`config.mk`:
```
export PLATFORM = sky130hd
export DESIGN_NAME = aud_mem_fetch
export DESIGN_NICKNAME = d
export VERILOG_FILES = /design/src/rtl/aud_pkg.sv /design/src/rtl/aud_frame_fifo.sv /design/src/rtl/aud_mem_fetch.sv
export SDC_FILE = /design/constraint.sdc
export NUM_CORES = 1
export LEC_CHECK = 0
export CORE_ASPECT_RATIO = 1.5
export CORE_MARGIN = 10
export CORE_UTILIZATION = 61
export DETAILED_ROUTE_END_ITERATION = 7
export GPL_ROUTABILITY_DRIVEN = 0
export PLACE_DENSITY = 0.84
export REMOVE_ABC_BUFFERS = 1
export SLEW_MARGIN = 25
export SYNTH_ARGS = -nofsm -noshare
export SYNTH_HDL_FRONTEND = slang
export SYNTH_SLANG_ARGS = --single-unit
```
`constraint.sdc`:
```
create_clock -name iCLK_18_4 -period 8.1 [get_ports iCLK_18_4]
set_input_delay 1.215 -clock iCLK_18_4 [delete_from_list [all_inputs] [get_ports iCLK_18_4]]
set_output_delay 1.215 -clock iCLK_18_4 [all_outputs]
set_load 0.05 [all_outputs]
```
`src/rtl/aud_pkg.sv`:
```
// aud_pkg: types and frame layout shared by the audio memory fetcher and the DAC serializer.
package aud_pkg;
    localparam int DEF_ADDR_WIDTH = 20;
    localparam int DEF_DATA_WIDTH = 16;
    localparam int DEF_FIFO_DEPTH = 4;
    localparam int FRAME_BYTES = 4;
    localparam logic [1:0] BYTE_L_LO = 2'd0;
    localparam logic [1:0] BYTE_L_HI = 2'd1;
    localparam logic [1:0] BYTE_R_LO = 2'd2;
    localparam logic [1:0] BYTE_R_HI = 2'd3;
    typedef enum logic [1:0] {ST_IDLE, ST_ISSUE, ST_WAIT, ST_PUSH} fetch_state_e;
endpackage

```
`src/rtl/aud_frame_fifo.sv`:
```
// aud_frame_fifo: synchronous FIFO of stereo frames; a push at full is accepted only alongside a pop.
module aud_frame_fifo #(
    parameter int DEPTH = 4,
    parameter int WIDTH = 32
) (
    input  logic                   iCLK_18_4,
    input  logic                   iRST,
    input  logic                   iFLUSH,
    input  logic                   iPUSH,
    input  logic                   iPOP,
    input  logic [WIDTH-1:0]       iDATA,
    output logic [WIDTH-1:0]       oHEAD,
    output logic                   oFULL,
    output logic                   oEMPTY,
    output logic [$clog2(DEPTH):0] oCOUNT
);
    localparam int AW = $clog2(DEPTH);
    logic [WIDTH-1:0] mem [DEPTH];
    logic [AW-1:0] wr_ptr, rd_ptr;
    logic wr_en, rd_en;
    assign oEMPTY = oCOUNT == '0;
    assign oFULL = oCOUNT == (AW+1)'(DEPTH);
    assign wr_en = iPUSH & (~oFULL | iPOP);
    assign rd_en = iPOP & ~oEMPTY;
    assign oHEAD = mem[rd_ptr];
    always_ff @(posedge iCLK_18_4) begin
        if (iRST || iFLUSH) begin
            wr_ptr <= '0;
            rd_ptr <= '0;
            oCOUNT <= '0;
        end else begin
            if (wr_en) wr_ptr <= wr_ptr + AW'(1);
            if (rd_en) rd_ptr <= rd_ptr + AW'(1);
            oCOUNT <= oCOUNT + (AW+1)'(wr_en) - (AW+1)'(rd_en);
        end
    end
    always_ff @(posedge iCLK_18_4) begin
        if (wr_en) mem[wr_ptr] <= iDATA;
    end
endmodule

```
`src/rtl/aud_mem_fetch.sv`:
```
// aud_mem_fetch: streams stereo frames byte-by-byte from sample memory into a frame FIFO
// that the DAC serializer drains once per LRCK frame.
module aud_mem_fetch
    import aud_pkg::*;
#(
    parameter int ADDR_WIDTH = DEF_ADDR_WIDTH,
    parameter int DATA_WIDTH = DEF_DATA_WIDTH,
    parameter int FIFO_DEPTH = DEF_FIFO_DEPTH
) (
    input  logic                  iCLK_18_4,
    input  logic                  iRST,
    input  logic                  iSTART,
    input  logic                  iSTOP,
    input  logic [ADDR_WIDTH-1:0] iBASE_ADDR,
    input  logic [ADDR_WIDTH-3:0] iFRAME_NUM,
    output logic [ADDR_WIDTH-1:0] oMEM_ADDR,
    output logic                  oMEM_RD,
    input  logic [7:0]            iMEM_DATA,
    input  logic                  iMEM_VALID,
    input  logic                  iSAMPLE_REQ,
    output logic [DATA_WIDTH-1:0] oSAMPLE_L,
    output logic [DATA_WIDTH-1:0] oSAMPLE_R,
    output logic                  oUNDERRUN,
    output logic                  oBUSY
);
    localparam int CW = $clog2(FIFO_DEPTH) + 1;
    fetch_state_e state, state_n;
    logic [ADDR_WIDTH-1:0] ptr, base;
    logic [ADDR_WIDTH-3:0] cnt, last;
    logic [FRAME_BYTES-1:0][7:0] asm_q;
    logic held, flush, push, pop, full, empty, fill_to_full;
    logic [CW-1:0] count;
    logic [2*DATA_WIDTH-1:0] head;
    assign flush = iSTART | iSTOP;
    assign pop = iSAMPLE_REQ & ~empty & ~flush;
    assign push = (state == ST_PUSH) & ~held & ~full & ~flush;
    assign fill_to_full = (count == CW'(FIFO_DEPTH - 1)) & ~pop;
    assign oMEM_ADDR = ptr;
    assign oMEM_RD = state == ST_ISSUE;
    assign oBUSY = state != ST_IDLE;

    aud_frame_fifo #(.DEPTH(FIFO_DEPTH), .WIDTH(2*DATA_WIDTH)) u_fifo (
        .iCLK_18_4(iCLK_18_4),
        .iRST(iRST),
        .iFLUSH(flush),
        .iPUSH(push),
        .iPOP(pop),
        .iDATA({DATA_WIDTH'({asm_q[BYTE_L_HI], asm_q[BYTE_L_LO]}), DATA_WIDTH'({asm_q[BYTE_R_HI], asm_q[BYTE_R_LO]})}),
        .oHEAD(head),
        .oFULL(full),
        .oEMPTY(empty),
        .oCOUNT(count)
    );

    // held marks a frame already written while parked in PUSH waiting for FIFO space
    always_comb begin
        state_n = state;
        if (iSTOP) state_n = ST_IDLE;
        else if (iSTART) state_n = ST_ISSUE;
        else if (state == ST_ISSUE) state_n = ST_WAIT;
        else if (state == ST_WAIT && iMEM_VALID) state_n = (ptr[1:0] == BYTE_R_HI) ? ST_PUSH : ST_ISSUE;
        else if (state == ST_PUSH && (held ? ~full : push & ~fill_to_full)) state_n = ST_ISSUE;
    end

    always_ff @(posedge iCLK_18_4) begin
        if (iRST) begin
            state <= ST_IDLE;
            ptr <= '0;
            base <= '0;
            cnt <= '0;
            last <= '0;
            asm_q <= '0;
            held <= 1'b0;
            oSAMPLE_L <= '0;
            oSAMPLE_R <= '0;
            oUNDERRUN <= 1'b0;
        end else begin
            state <= state_n;
            held <= (state_n == ST_PUSH) & (held | push);
            if (iSTART && !iSTOP) begin
                ptr <= iBASE_ADDR;
                base <= iBASE_ADDR;
                cnt <= '0;
                last <= (iFRAME_NUM == '0) ? '0 : iFRAME_NUM - (ADDR_WIDTH-2)'(1);
            end else if (state == ST_WAIT && iMEM_VALID && !iSTOP) begin
                asm_q[ptr[1:0]] <= iMEM_DATA;
                ptr <= ptr + ADDR_WIDTH'(1);
            end else if (push) begin
                ptr <= (cnt == last) ? base : ptr;
                cnt <= (cnt == last) ? '0 : cnt + (ADDR_WIDTH-2)'(1);
            end
            if (pop) {oSAMPLE_L, oSAMPLE_R} <= head;
            oUNDERRUN <= (iSTART && !iSTOP) ? 1'b0 : oUNDERRUN | (iSAMPLE_REQ & empty & ~flush);
        end
    end
endmodule
```
---- Yosys cells after proc, flatten, opt, wreduce, memory -nomap -nowiden ----
Memory sizes are Yosys's and may differ from the RTL's. A register that Yosys moved wholly into a read port is not among the register bits.
Cells that the tools add are included.
storage, ports and cells
  bits in registers ....................... 119
  memories kept ........................... 1
  logic and storage cells ................. 90
  bits in writable memories ............... 128
  input port bits ......................... 52
  output and inout port bits .............. 55
memories
  name        words  bits a word  rd ports  clocked after Yosys merged registers in  wr ports  RTL line              RTL
  u_fifo.mem  4      32           1         1                                        1         aud_frame_fifo.sv:18  logic [WIDTH-1:0] mem [DEPTH];
cells by class
  equal/unequal tests ..................... 8
  multiplexer cells ....................... 18
  magnitude comparators ................... 2
  $add $sub $neg .......................... 7
  bitwise logic cells ..................... 24
  reduce and logical (&&, ||, !) cells .... 16
operators with widths
  kind                                                                  number
  20-bit two-way mux                                                    4
  18-bit two-way mux                                                    2
  32-bit bitwise mux                                                    1
  20-bit by 1-bit adder with 20-bit output, second input constant       1
  18-bit by 1-bit adder with 18-bit output, second input constant       1
  18-bit == test                                                        1
  18-bit logical NOT                                                    1
  18-bit by 1-bit subtractor with 18-bit output, second input constant  1
  8-bit demux with 2-bit select                                         1
  1-bit AND                                                             12
  2-bit two-way mux                                                     6
  2-bit == test, second input constant                                  4
  8-bit two-way mux                                                     1
  1-bit NOT                                                             8
  2-bit AND reduction                                                   3
  3-bit nonzero test                                                    2
  1-bit logical AND                                                     5
  2-bit by 1-bit adder with 2-bit output, second input constant         2
  1-bit OR                                                              4
  3-bit by 1-bit adder with 3-bit output                                1
  3-bit by 2-bit == test with 1-bit output, second input constant       1
  3-bit == test, second input constant                                  1
  3-bit logical NOT                                                     1
  2-bit by 3-bit < comparator with 1-bit output, second input constant  1
  other kinds (8)                                                       10

---- Longest topological paths before layout ----
  depth in word-level cells ............... 17
  mapped depth ............................ 12
  mapped depth without buffers ............ 11

---- By module ----
Synthesis repeated with hierarchy kept, for this count alone.
second synthesis, totals
  cell total of the unflattened synthesis .. 1017
  area, all modules ....................... 11509.8 µm²
modules (own cells, without submodules)
  module          seq. area each (µm²)  area each (µm²)  instances  cells an instance
  aud_mem_fetch   2882.8                6421.2           1          800
  aud_frame_fifo  4023.9                5088.6           1          217

---- Worst setup path before layout ----
No wires, ideal clock.
  path type ............................... input to register
  from .................................... in iSTART
  to ...................................... mem u_fifo.mem[0][0] (enable)
  stages on the path ...................... 6
  required time ........................... 7.708 ns
  setup time .............................. 0.392 ns
  arrival time ............................ 3.041 ns
  path slack .............................. 4.667 ns
  path buffers ............................ 2
  path through ............................ nand4bb_1 > or3_1 > clkbuf_1 > inv_2 > clkbuf_1 > and2_1
between the ends
  word-level cells in the longest chain between the ends .. 7
  elaborated cells on any way between the ends .. 8
  those cells by class .................... mux: 2; bitwise: 6
RTL lines
  element                                      RTL line                                  RTL
  start: declaration                           aud_mem_fetch.sv:12                       input logic iSTART,
  1-bit OR (*)                                 aud_mem_fetch.sv:34                       assign flush = iSTART | iSTOP;
  1-bit NOT (*)                                aud_mem_fetch.sv:35, aud_mem_fetch.sv:36
  1-bit AND                                    aud_mem_fetch.sv:35                       assign pop = iSAMPLE_REQ & ~empty & ~flush;
  1-bit OR                                     aud_frame_fifo.sv:23                      assign wr_en = iPUSH & (~oFULL | iPOP);
  1-bit AND (*)                                aud_frame_fifo.sv:23
  via u_fifo.wr_en                             aud_frame_fifo.sv:20                      logic wr_en, rd_en;
  1-bit two-way mux (*)                        aud_frame_fifo.sv:38                      if (wr_en) mem[wr_ptr] <= iDATA;
  1-bit two-way mux (implied by the code) (*)  aud_frame_fifo.sv:38
  end: declaration                             aud_frame_fifo.sv:18
The timed path passes the listed nets; every way through them passes the cells marked *.

---- Final worst setup path ----
  from .................................... in iSTOP
  to ...................................... reg u_fifo.oCOUNT[2]
between the ends
  word-level cells in the longest chain between the ends .. 7
  elaborated cells on any way between the ends .. 10
  those cells by class .................... add/sub: 2; bitwise: 7; reduce/logical: 1
RTL lines
  element                                      RTL line                                  RTL
  start: declaration                           aud_mem_fetch.sv:13                       input logic iSTOP,
  1-bit OR (*)                                 aud_mem_fetch.sv:34
  1-bit NOT                                    aud_mem_fetch.sv:35, aud_mem_fetch.sv:36
  1-bit AND                                    aud_mem_fetch.sv:35
  1-bit OR                                     aud_frame_fifo.sv:23
  1-bit AND                                    aud_frame_fifo.sv:23
  3-bit by 1-bit adder with 3-bit output       aud_frame_fifo.sv:34                      oCOUNT <= oCOUNT + (AW+1)'(wr_en) - (AW+1)'(rd_en);
  3-bit by 1-bit subtractor with 3-bit output  aud_frame_fifo.sv:34
  end signal: assignment                       aud_frame_fifo.sv:34
  end: declaration                             aud_frame_fifo.sv:15                      output logic [$clog2(DEPTH):0] oCOUNT
Every way passes the cells marked *; elsewhere a longest branch is shown, timed or not.
A chain may end at the register's enable or synchronous reset.

==> insert_results.sql <==
INSERT INTO impl_metrics (metric_group, metric, value, unit) VALUES
('run_status', 'status', 'finished clean', ''),
('power_and_ir_drop', 'p_leak', '4.29', 'nW'),
('logic_synthesis', 'synthesis.yosys.warnings', '0', ''),
('cells_and_area', 'layout.cell_area.non_filler', '0.0134', 'sq mm'),
('timing', 'max-slew-margin-rel', '33.6', '%'),
('timing', 'finalHoldViolCount', '0', ''),
('logic_synthesis', 'syn_avg_cell_area', '11.2', 'sq um'),
('drt', 'drt_iter0_markers', '516', ''),
('drt', 'routedWlPerCell', '18.2', 'microns'),
('floorplan', 'floorplan.core_area', '0.0181', 'sq mm'),
('clock_network', 'path_clk_slew', '60', 'ps'),
('cells_and_area', 'finish.utilization', '73.9', '%'),
('timing', 'report.final.setup_viol', '0', ''),
('worst_hold_path', 'holdCritPathClass', 'flip-flop to flip-flop', ''),
('global_routing', 'global_route.overflow_total', '0', ''),
('floorplan', 'io_pins', '107', ''),
('global_routing', 'grt_pass1_vias', '7828', ''),
('power_and_ir_drop', 'ratio_of_total_power_to_cell_area', '211', 'mW/mm^2'),
('floorplan', 'start_util', '62.4', '%'),
('critical_path', 'crit_path_max_incr_delay', '540', 'ps'),
('drt', 'remaining_drc_errors', '0', ''),
('floorplan', 'die_x', '131', 'microns'),
('logic_synthesis', 'synth_edf_count', '128', ''),
('clock_network', 'clk_root_buffer_cell', 'sky130_fd_sc_hd__clkbuf_16', ''),
('timing', 'timing.final.max_slew_violations', '0', ''),
('logic_synthesis', 'mappedNetlistArea', '0.0113', 'sq mm'),
('drt', 'route.antenna.remaining_nets', '0', ''),
('power_and_ir_drop', 'irDropWorstVdd', '0.158', 'mV'),
('critical_path', 'critPathBufInv', '5', ''),
('drt', 'drt-pass1-iter-count', '7', ''),
('global_routing', 'grt_antenna_before_repair', '0', ''),
('floorplan', 'rows', '60', ''),
('placed_design', 'port_buffer_count', '106', ''),
('drt', 'finalWirelength', '24800', 'microns'),
('placed_design', 'placed_cell_area', '0.0125', 'sq mm'),
('clock_network', 'cts.htree.levels', '1', ''),
('logic_synthesis', 'ys_types', '61', ''),
('logic_synthesis', 'synth_cells', '1004', ''),
('timing', 'finalClockSkew', '13.9', 'ps'),
('global_routing', 'grt_start_max_net_pins', '61', ''),
('clock_network', 'clock_buffer_count_from_cts', '25', ''),
('global_routing', 'grt_pass1_wl', '39700', 'microns'),
('timing', 'rsz_0062_raised_after_global_routing', 'no', ''),
('logic_synthesis', 'synth.yosys.seq_area_share', '60.8', '%'),
('critical_path', 'timing.critical_path.slowest_stage_cell', 'sky130_fd_sc_hd__inv_2', ''),
('timing', 'timing_worst_slew_pin_value', '996', 'ps'),
('critical_path', 'setup.reg_to_reg.worst_slack', '5000', 'ps'),
('cells_and_area', 'design.final.nets', '1156', ''),
('drt', 'via_per_inst', '5.82', ''),
('timing', 'setup_tns', '0', 'ps'),
('logic_synthesis', 'synthArstFlopShare', '0', '%'),
('critical_path', 'critical_path.max_fanout', '35', ''),
('clock_network', 'tritoncts', 'built', ''),
('critical_path', 'cp_data_required_time', '8490', 'ps'),
('cells_and_area', 'instances_no_fill', '1357', ''),
('critical_path', 'worst-endpoint-arrival', '4320', 'ps'),
('timing', 'post-route-period-util', '48.5', '%'),
('timing', 'period_needed', '3930', 'ps'),
('critical_path', 'critical_path.startpoint_type', 'primary input', ''),
('placed_design', 'place_hpwl', '15800', 'microns'),
('floorplan', 'design.die.area', '0.0245', 'sq mm'),
('logic_synthesis', 'ys_seq_elements', '279', ''),
('cells_and_area', 'fraction_of_final_layout_cells_with_drive_strength_greater_than_1', '9.74', '%'),
('cells_and_area', 'area_delta_synth_final', '18.5', '%'),
('job', 'max_cap_viol_count', '0', ''),
('floorplan', 'die_h', '187', 'microns'),
('placed_design', 'place_inst', '1312', ''),
('critical_path', 'worstSetupPathType', 'primary input to flip-flop', ''),
('global_routing', 'grt.total_usage', '20.0', '%'),
('timing', 'max_clock_freq', '0.255', 'GHz'),
('clock_network', 'postCtsResizedCells', '0', ''),
('clock_network', 'cts_setup_buffers', '0', ''),
('critical_path', 'timing.critical_path.to_type', 'flip-flop', ''),
('clock_network', 'worstSkewPairLatency', '520', 'ps'),
('critical_path', 'critical_path.cell_chain', 'clkdlybuf4s50_1 -> nor2_1 -> nand3_1 -> buf_4 -> inv_2 -> ha_1 -> inv_1 -> ha_1 -> inv_1 -> fa_1 -> xor2_1 -> xnor2_1 -> nor2_1', ''),
('critical_path', 'worst_path_dominant_cell_family', 'buffers and inverters', ''),
('clock_network', 'clock_path_buffers', '3', ''),
('drt', 'detailroute.via_count', '7896', ''),
('clock_network', 'cts.sinks', '279', ''),
('clock_network', 'cts_hold_buf', '0', ''),
('cells_and_area', 'antenna_cells', '0', ''),
('logic_synthesis', 'synth_ff_type', 'sky130_fd_sc_hd__dfxtp_1', '');
-- final timing paths --
check,cells past startpoint,startpoint,to
hold / removal,2,oSAMPLE_L[0],oSAMPLE_L[0]
setup / recovery,13,iSTOP,u_fifo.oCOUNT[2]
setup reg to reg,12,u_fifo.oCOUNT[1],u_fifo.oCOUNT[2]
hold reg to reg,2,oSAMPLE_L[0],oSAMPLE_L[0]
-- cell type report --
class	count	area, sq um
sequential	279	6870
timing repair buffer	113	1110
fill	1207	4720
tap	248	310
multi-input combinational	652	4150
clock buffer	31	732
inverter	20	75.1
clock inverter	14	121
-- registers in the layout, indices dropped and copies added, names as in the netlist --
| register | flops |
|---|---|
| cnt | 18 |
| state | 2 |
| oMEM_ADDR | 20 |
| u_fifo.rd_ptr | 2 |
| base | 20 |
| last | 18 |
| oSAMPLE_R | 16 |
| u_fifo.mem | 128 |
| oUNDERRUN | 1 |
| u_fifo.wr_ptr | 2 |
| oSAMPLE_L | 16 |
| asm_q | 32 |
| u_fifo.oCOUNT | 3 |
| held | 1 |
-- report_power, final --
group	switching (mW)	internal (mW)	leakage [nW]
registers	0.0131	1.47	2.26
clock network	0.518	0.682	0.413
logic	0.0816	0.0567	1.62
total	0.613	2.21	4.29
-- synthesized netlist by cell type (2+ instances only) --
cell type / instances / share of area (%)
sky130_fd_sc_hd__or2_2: 6 / 0.33
sky130_fd_sc_hd__o22ai_1: 3 / 0.17
sky130_fd_sc_hd__o211a_1: 2 / 0.18
sky130_fd_sc_hd__nand3_1: 57 / 2.5
sky130_fd_sc_hd__inv_1: 17 / 0.57
sky130_fd_sc_hd__mux4_2: 32 / 6.4
sky130_fd_sc_hd__xnor2_1: 36 / 2.8
sky130_fd_sc_hd__a21boi_0: 7 / 0.47
sky130_fd_sc_hd__nor4_1: 7 / 0.39
sky130_fd_sc_hd__a21oi_1: 91 / 4.0
sky130_fd_sc_hd__o32ai_1: 2 / 0.16
sky130_fd_sc_hd__nand4_1: 12 / 0.67
sky130_fd_sc_hd__buf_1: 6 / 0.20
sky130_fd_sc_hd__clkbuf_1: 41 / 1.4
sky130_fd_sc_hd__nor3_2: 2 / 0.18
sky130_fd_sc_hd__a31oi_1: 2 / 0.11
sky130_fd_sc_hd__nor2_1: 55 / 1.8
sky130_fd_sc_hd__dfxtp_1: 151 / 27
sky130_fd_sc_hd__and4_1: 3 / 0.23
sky130_fd_sc_hd__o311a_1: 4 / 0.35
sky130_fd_sc_hd__nand2b_1: 2 / 0.11
sky130_fd_sc_hd__o311ai_0: 2 / 0.16
sky130_fd_sc_hd__or3_1: 5 / 0.28
sky130_fd_sc_hd__o21ai_2: 3 / 0.23
sky130_fd_sc_hd__nor3b_1: 2 / 0.13
sky130_fd_sc_hd__o31ai_1: 6 / 0.40
sky130_fd_sc_hd__nor3_1: 14 / 0.62
sky130_fd_sc_hd__edfxtp_1: 128 / 34
sky130_fd_sc_hd__a32o_1: 4 / 0.35
sky130_fd_sc_hd__a211oi_1: 5 / 0.33
sky130_fd_sc_hd__buf_2: 6 / 0.27
sky130_fd_sc_hd__nor2b_1: 2 / 0.11
sky130_fd_sc_hd__clkinv_1: 2 / 0.067
sky130_fd_sc_hd__o21ai_0: 22 / 0.98
sky130_fd_sc_hd__or4_4: 2 / 0.20
sky130_fd_sc_hd__a222oi_1: 3 / 0.27
sky130_fd_sc_hd__and2_1: 5 / 0.28
sky130_fd_sc_hd__mux2i_1: 4 / 0.35
sky130_fd_sc_hd__xor2_1: 21 / 1.6
sky130_fd_sc_hd__nand2_1: 196 / 6.5
sky130_fd_sc_hd__ha_1: 12 / 1.3
sky130_fd_sc_hd__and3_1: 3 / 0.17
-- routing by layer --
| metal | vias to the layer above | part of all wire (%) | global-route usage, % | routed length (microns) |
|---|---|---|---|---|
| met3 | 53 | 6.5 | 2.81 | 1610 |
| met1 | 3804 | 38 | 23.4 | 9350 |
| li1 | 3779 | - | - | - |
| met2 | 260 | 53 | 35.7 | 13100 |
| met4 | 0 | 3.0 | 7.08 | 736 |
| met5 | - | 0 | 0 | 0 |
-- worst reg2reg max path, cell delays in order, from the launching register on --
cell                      delay, ps
sky130_fd_sc_hd__dfxtp_1        370
sky130_fd_sc_hd__or3_1          410
sky130_fd_sc_hd__nand3_1        110
sky130_fd_sc_hd__buf_4          360
sky130_fd_sc_hd__inv_2          380
sky130_fd_sc_hd__ha_1           390
sky130_fd_sc_hd__inv_1           60
sky130_fd_sc_hd__ha_1           130
sky130_fd_sc_hd__inv_1           50
sky130_fd_sc_hd__fa_1           370
sky130_fd_sc_hd__xor2_1         170
sky130_fd_sc_hd__xnor2_1        130
sky130_fd_sc_hd__nor2_1          50
-- through the flow --
stage               hold WS, ps  setup slack [ps]  power [mW]
finish                      452              4170        2.82
global route                467              3890        2.90
CTS                         455              3390        2.84
detailed placement          446              2860        1.65
global placement            439              3120        1.65
floorplan                   428              3890        1.58
-- cell usage in the layout, fill, tap and decap left out, types with 7 or more instances in the layout --
| cell type | netlist | final |
|---|---|---|
| sky130_fd_sc_hd__a21boi_0 | 7 | 7 |
| sky130_fd_sc_hd__a21oi_1 | 91 | 91 |
| sky130_fd_sc_hd__buf_4 | 0 | 8 |
| sky130_fd_sc_hd__clkbuf_16 | 0 | 28 |
| sky130_fd_sc_hd__clkdlybuf4s50_1 | 0 | 105 |
| sky130_fd_sc_hd__dfxtp_1 | 151 | 149 |
| sky130_fd_sc_hd__edfxtp_1 | 128 | 128 |
| sky130_fd_sc_hd__ha_1 | 12 | 12 |
| sky130_fd_sc_hd__inv_1 | 17 | 17 |
| sky130_fd_sc_hd__mux4_2 | 32 | 32 |
| sky130_fd_sc_hd__nand2_1 | 196 | 196 |
| sky130_fd_sc_hd__nand3_1 | 57 | 57 |
| sky130_fd_sc_hd__nand4_1 | 12 | 12 |
| sky130_fd_sc_hd__nor2_1 | 55 | 54 |
| sky130_fd_sc_hd__nor3_1 | 14 | 14 |
| sky130_fd_sc_hd__o21ai_0 | 22 | 22 |
| sky130_fd_sc_hd__xnor2_1 | 36 | 36 |
| sky130_fd_sc_hd__xor2_1 | 21 | 21 |
-- kinds of logic after synthesis --
logic type | synth area share, %
simple gates | 15.1
flops | 60.8
compound gates | 8.96
buf+inv | 2.49
xor+xnor | 4.42
mux | 6.74
fa+ha+maj | 1.51
Power figures use the tool's default switching activity.
